===== src/rtl/calc_operand_regs.sv =====
// rtl/calc_operand_regs.sv - keypad calculator operand/entry registers with arithmetic-unit handshake
module calc_operand_regs #(
    parameter int DIGITS  = 4,
    parameter int TIMEOUT = 64,
    localparam int W      = 4 * DIGITS,
    localparam int CW     = $clog2(DIGITS + 1)
) (
    input  logic          clock,
    input  logic          reset,
    input  logic          newhex,
    input  logic [3:0]    hexcode,
    input  logic          newop,
    input  logic [1:0]    opcode,
    input  logic          eq,
    input  logic          bksp,
    input  logic          clr,
    input  logic [W-1:0]  ans,
    input  logic          ans_valid,
    output logic [W-1:0]  v1_reg,
    output logic [W-1:0]  v2_reg,
    output logic [1:0]    op_reg,
    output logic          calc_req,
    output logic          busy,
    output logic [CW-1:0] digit_count,
    output logic          err
);

    localparam int TW = (TIMEOUT > 2) ? $clog2(TIMEOUT) : 1;
    localparam logic [CW-1:0] MAX_CNT = CW'(DIGITS);
    localparam logic [TW-1:0] LAST_T  = TW'(TIMEOUT - 1);

    typedef enum logic [1:0] {
        FRESH    = 2'd0,
        ENTRY    = 2'd1,
        WAIT_ANS = 2'd2
    } state_t;

    state_t        state_q, state_d;
    logic [W-1:0]  v1_q, v1_d, v2_q, v2_d;
    logic [1:0]    op_q, op_d, next_op_q, next_op_d;
    logic [CW-1:0] count_q, count_d;
    logic [TW-1:0] timer_q, timer_d;
    logic          pending_q, pending_d, chain_q, chain_d;
    logic          err_q, err_d, calc_req_q, calc_req_d, busy_q, busy_d;

    always_comb begin
        state_d    = state_q;
        v1_d       = v1_q;
        v2_d       = v2_q;
        op_d       = op_q;
        next_op_d  = next_op_q;
        count_d    = count_q;
        timer_d    = timer_q;
        pending_d  = pending_q;
        chain_d    = chain_q;
        err_d      = err_q;

        if (clr) begin
            v1_d      = '0;
            v2_d      = '0;
            op_d      = '0;
            count_d   = '0;
            pending_d = 1'b0;
            chain_d   = 1'b0;
            err_d     = 1'b0;
            timer_d   = '0;
            state_d   = FRESH;
        end else if (state_q == WAIT_ANS) begin
            // Key strobes are dropped here; only the answer or the timer moves us on.
            if (ans_valid) begin
                v1_d    = ans;
                count_d = '0;
                state_d = FRESH;
                if (chain_q) begin
                    v2_d = ans;
                    op_d = next_op_q;
                end else begin
                    pending_d = 1'b0;
                end
            end else if (timer_q == LAST_T) begin
                err_d     = 1'b1;
                pending_d = 1'b0;
                state_d   = FRESH;
            end else begin
                timer_d = timer_q + 1'b1;
            end
        end else if (eq) begin
            if (pending_q) begin
                chain_d = 1'b0;
                timer_d = '0;
                state_d = WAIT_ANS;
            end else begin
                state_d = FRESH;
            end
        end else if (newop) begin
            if (!pending_q || state_q == FRESH) begin
                v2_d      = v1_q;
                op_d      = opcode;
                pending_d = 1'b1;
                count_d   = '0;
                state_d   = FRESH;
            end else begin
                next_op_d = opcode;
                chain_d   = 1'b1;
                timer_d   = '0;
                state_d   = WAIT_ANS;
            end
        end else if (bksp) begin
            if (state_q == ENTRY) begin
                v1_d    = v1_q >> 4;
                count_d = count_q - 1'b1;
                if (count_q == CW'(1)) begin
                    state_d = FRESH;
                end
            end
        end else if (newhex) begin
            if (state_q == FRESH) begin
                v1_d    = W'(hexcode);
                count_d = CW'(1);
                state_d = ENTRY;
            end else if (count_q != MAX_CNT) begin
                v1_d    = (v1_q << 4) | W'(hexcode);
                count_d = count_q + 1'b1;
            end
        end

        calc_req_d = (state_d == WAIT_ANS) && (state_q != WAIT_ANS);
        busy_d     = (state_d == WAIT_ANS);
    end

    always_ff @(posedge clock) begin
        if (reset) begin
            state_q    <= FRESH;
            v1_q       <= '0;
            v2_q       <= '0;
            op_q       <= '0;
            next_op_q  <= '0;
            count_q    <= '0;
            timer_q    <= '0;
            pending_q  <= 1'b0;
            chain_q    <= 1'b0;
            err_q      <= 1'b0;
            calc_req_q <= 1'b0;
            busy_q     <= 1'b0;
        end else begin
            state_q    <= state_d;
            v1_q       <= v1_d;
            v2_q       <= v2_d;
            op_q       <= op_d;
            next_op_q  <= next_op_d;
            count_q    <= count_d;
            timer_q    <= timer_d;
            pending_q  <= pending_d;
            chain_q    <= chain_d;
            err_q      <= err_d;
            calc_req_q <= calc_req_d;
            busy_q     <= busy_d;
        end
    end

    assign v1_reg      = v1_q;
    assign v2_reg      = v2_q;
    assign op_reg      = op_q;
    assign calc_req    = calc_req_q;
    assign busy        = busy_q;
    assign digit_count = count_q;
    assign err         = err_q;

endmodule


===== config.mk =====
export PLATFORM = sky130hd
export DESIGN_NAME = calc_operand_regs
export DESIGN_NICKNAME = d
export VERILOG_FILES = /design/src/rtl/calc_operand_regs.sv
export SDC_FILE = /design/constraint.sdc
export NUM_CORES = 1
export LEC_CHECK = 0
export ABC_AREA = 0
export ABC_CLOCK_PERIOD_IN_PS = 4400
export CORE_MARGIN = 5
export CORE_UTILIZATION = 50
export CTS_BUF_LIST = sky130_fd_sc_hd__clkbuf_8
export DETAILED_ROUTE_END_ITERATION = 8
export HOLD_SLACK_MARGIN = 0.03
export PLACE_DENSITY = 0.79
export RECOVER_POWER = 50
export SLEW_MARGIN = 20
export SYNTH_ARGS = -nofsm -noshare
export SYNTH_HDL_FRONTEND = slang
export SYNTH_SLANG_ARGS = --single-unit

===== constraint.sdc =====
create_clock -name clock -period 4.4 [get_ports clock]
set_input_delay 0.88 -clock clock [delete_from_list [all_inputs] [get_ports clock]]
set_output_delay 0.88 -clock clock [all_outputs]
set_load 0.02 [all_outputs]

==> insert_results.sql <==
INSERT INTO impl_metrics (metric_group, metric, value, unit) VALUES
('layout', 'n_antenna_cell', '0', ''),
('grt', 'grt_first_pass_wirelength', '13.2', 'mm'),
('grt', 'number_of_global_route_vias_before_repair', '2783', ''),
('synthesis', 'yosys_most_used_dff', 'dfxtp_1', ''),
('run_status', 'status', 'finished, violations left', ''),
('critical_path', 'cp_data_required_time', '4600', 'ps'),
('power', 'p_leak', '0.00130', 'uW'),
('floorplanning', 'design.core.area', '5960', 'um2'),
('sta', 'timing_worst_slew_pin_value', '1860', 'ps'),
('clock_network', 'cts.repair.resized', '0', ''),
('power', 'total_power', '953', 'uW'),
('sta', 'final.hold.worst_slack', '481', 'ps'),
('clock_network', 'clock-root-buffer', 'clkbuf_8', ''),
('drt', 'first_pass_iters', '5', ''),
('critical_path', 'endpoint_kind', 'flip-flop', ''),
('clock_network', 'numCtsBuffers', '5', ''),
('synthesis', 'post_synth_and_or_nand_nor_area_fraction', '0.199', ''),
('synthesis', 'synth_cell_types', '61', ''),
('critical_path', 'timing.critical_path.from_type', 'primary input', ''),
('sta', 'timing.final.max_slew_violations', '44', ''),
('floorplanning', 'design.portCount', '70', ''),
('floorplanning', 'initial_core_util', '0.515', ''),
('place', 'input_output_buffers', '69', ''),
('layout', 'final_nets', '439', ''),
('synthesis', 'syn-cell-area', '3070', 'um2'),
('sta', 'relSlewSlack', '-0.243', ''),
('layout', 'area_growth', '24.6', '%'),
('synthesis', 'synthesis.yosys.warnings', '0', ''),
('clock_network', 'clk_latency', '310', 'ps'),
('layout', 'post_route_cells_drive_above_1_share', '0.0846', ''),
('grt', 'antenna_found_initial', '0', ''),
('synthesis', 'synth.net_count', '386', ''),
('hold_path', 'tightest_hold_check_type', 'reg2reg', ''),
('sta', 'timing_hold_violations_final', '0', ''),
('sta', 'fin_setup_tns', '0', 'ps'),
('synthesis', 'post_synth_fa_ha_maj_area_fraction', '0.0326', ''),
('drt', 'detail_route.drc_violations', '0', ''),
('synthesis', 'synth_compound_gate_area_share', '0.271', ''),
('drt', 'routed_wirelength', '8.03', 'mm'),
('drt', 'post_drt_via_cell_ratio', '6.06', ''),
('layout', 'final_core_utilization', '0.642', ''),
('synthesis', 'post_synth_mux_area_share', '0.0950', ''),
('clock_network', 'cts.reportedPaths.clkPinSlew', '90', 'ps'),
('power', 'pwr_density_cell', '249', 'nW/um2'),
('grt', 'pin_count_of_the_biggest_net_entering_global_routing', '44', ''),
('clock_network', 'buffer_count_from_post_cts_setup_fixing', '0', ''),
('clock_network', 'ctsHtreeMaxLevel', '2', ''),
('synthesis', 'asr_flop_ratio_synth', '0', ''),
('critical_path', 'biggest_fanout_along_the_worst_timing_path', '43', ''),
('synthesis', 'netlist_instances', '348', ''),
('power', 'power.ir.vdd_worst', '151', 'uV'),
('synthesis', 'synth_xor_area_frac', '0', ''),
('run_status', 'violations', 'max-capacitance violations, max-slew violations', ''),
('clock_network', 'numClockSinks', '52', ''),
('sta', 'clock_skew', '4.99', 'ps'),
('grt', 'globalRouteTotalUtil', '0.209', ''),
('place', 'place_congestion', '0.928', ''),
('synthesis', 'largest_family_of_logic_cells_by_synthesized_area', 'compound AO/OA/AOI/OAI gates', ''),
('grt', 'global_route.overflow_total', '0', ''),
('drt', 'route.detailed.wl_per_inst', '16.8', 'um'),
('clock_network', 'hold_buffers', '0', ''),
('clock_network', 'cts.path.max_buffers', '2', ''),
('floorplanning', 'design.die.area', '7800', 'um2'),
('sta', 'period_minus_slack', '3180', 'ps'),
('synthesis', 'synth.yosys.seq_area_share', '0.339', ''),
('sta', 'setup-violations-final', '0', ''),
('synthesis', 'number_of_synthesized_flops_with_an_enable_pin', '0', ''),
('sta', 'achievable-frequency', '314', 'MHz'),
('place', 'post-dp-hpwl', '5.68', 'mm'),
('sta', 'min_period_over_period', '0.724', ''),
('drt', 'drt_iter0_markers', '219', ''),
('clock_network', 'cts_tree', 'built', ''),
('layout', 'postLayoutCellArea', '3820', 'um2'),
('critical_path', 'worstPathArrival', '3380', 'ps'),
('run', 'drv.max_cap_violation_count', '1', ''),
('floorplanning', 'die_x', '88.3', 'um'),
('place', 'post_dp_cell_area', '3710', 'um2'),
('floorplanning', 'die_height', '88.3', 'um'),
('floorplanning', 'fp-row-count', '28', ''),
('drt', 'drt.antenna.violating_nets', '0', ''),
('drt', 'route.vias.total', '2892', ''),
('critical_path', 'worst-setup-path-type', 'in2reg', ''),
('sta', 'unrepaired_setup_endpoints_after_global_routing', 'no', ''),
('synthesis', 'avgSynthCellArea', '8.82', 'um2'),
('synthesis', 'number_of_register_bits_inferred_by_synthesis', '52', '');
-- cell usage in the layout, fill, tap and decap left out, drive strengths merged, types with 2 or more instances in the layout --
| master | synthesis | routed |
|---|---|---|
| nand3 | 8 | 8 |
| a21oi | 48 | 48 |
| or2 | 2 | 2 |
| nor2b | 5 | 5 |
| a31oi | 2 | 2 |
| nor3 | 4 | 4 |
| ha | 8 | 8 |
| o31ai | 2 | 2 |
| dlygate4sd3 | 0 | 42 |
| nand4 | 13 | 13 |
| inv | 6 | 6 |
| nand2b | 25 | 25 |
| nor3b | 2 | 2 |
| a311oi | 2 | 2 |
| nor2 | 11 | 11 |
| nand2 | 16 | 16 |
| buf | 21 | 4 |
| o21ai | 28 | 28 |
| a22oi | 4 | 4 |
| mux2i | 28 | 28 |
| a21boi | 2 | 2 |
| nor4 | 2 | 2 |
| clkbuf | 6 | 5 |
| clkdlybuf4s50 | 0 | 27 |
| and2b | 2 | 2 |
| and2 | 2 | 2 |
| a211oi | 24 | 24 |
| o21a | 2 | 2 |
| dfxtp | 52 | 52 |
| or3 | 2 | 2 |
-- layer usage --
layer	vias to the layer above	track usage	part of all wire
met5	-	0	0
met4	0	0.0508	0.0086
met3	7	0.0345	0.060
met2	101	0.362	0.49
met1	1385	0.273	0.44
li1	1399	-	-
-- metrics by stage --
stage,setup WS (ps),cells
after floorplan,2340,348
after global placement,1160,469
after detailed placement,1090,469
after CTS,1410,477
after global routing,1030,477
final,1220,477
-- cells by family (layout without fill, tap and decap cells) --
logic type / count (synthesis) / count (layout)
compound gates: 123 / 123
fa+ha+maj: 8 / 8
buf+inv: 33 / 87
flops: 52 / 52
mux: 29 / 29
simple gates: 103 / 103
-- synthesized netlist by cell type, drive strengths merged, types with 2 or more instances --
master / count / area (um2)
dfxtp: 52 / 1040
a21oi: 48 / 240
mux2i: 28 / 280
o21ai: 28 / 140
nand2b: 25 / 156
a211oi: 24 / 230
buf: 21 / 150
nand2: 16 / 60.1
nand4: 13 / 81.3
nor2: 11 / 48.8
ha: 8 / 100
nand3: 8 / 40.0
clkbuf: 6 / 22.5
inv: 6 / 22.5
nor2b: 5 / 31.3
a22oi: 4 / 30.0
nor3: 4 / 25.0
a21boi: 2 / 15.0
a311oi: 2 / 23.8
a31oi: 2 / 27.5
and2: 2 / 12.5
and2b: 2 / 18.8
nor3b: 2 / 15.0
nor4: 2 / 12.5
o21a: 2 / 15.0
o31ai: 2 / 28.8
or2: 2 / 12.5
or3: 2 / 12.5
-- final cells by class --
class                           instances  area (um2)
Clock inverter                          3        42.5
Fill cell                             547        2130
Timing Repair Buffer                   73         721
Multi-Input combinational cell        263        1840
Sequential cell                        52        1040
Inverter                                6        22.5
Clock buffer                            5        68.8
Tap cell                               75        93.8
-- where the power goes --
part | switching [uW] | internal [uW] | leakage [uW]
Clock | 166 | 169 | 0.0000541
Sequential | 4.98 | 477 | 0.000420
Combinational | 77.0 | 59.0 | 0.000829
-- worst max-delay path, stage by stage --
cell,delay [ps]
dlygate4sd3_1,640
or2_1,1390
a2111oi_0,220
nand4_1,190
nand2_1,60
-- worst paths after layout --
kind / cells after the start / to / slack, ps / startpoint
worst max register to register: 7 / v2_reg[2] / 1320 / state_q[0]
worst min-delay path: 2 / timer_q[4] / 480 / timer_q[4]
worst min register to register: 2 / timer_q[4] / 480 / timer_q[4]
worst max-delay path: 5 / digit_count[0] / 1220 / clr
(Power assumes the default switching activity.)
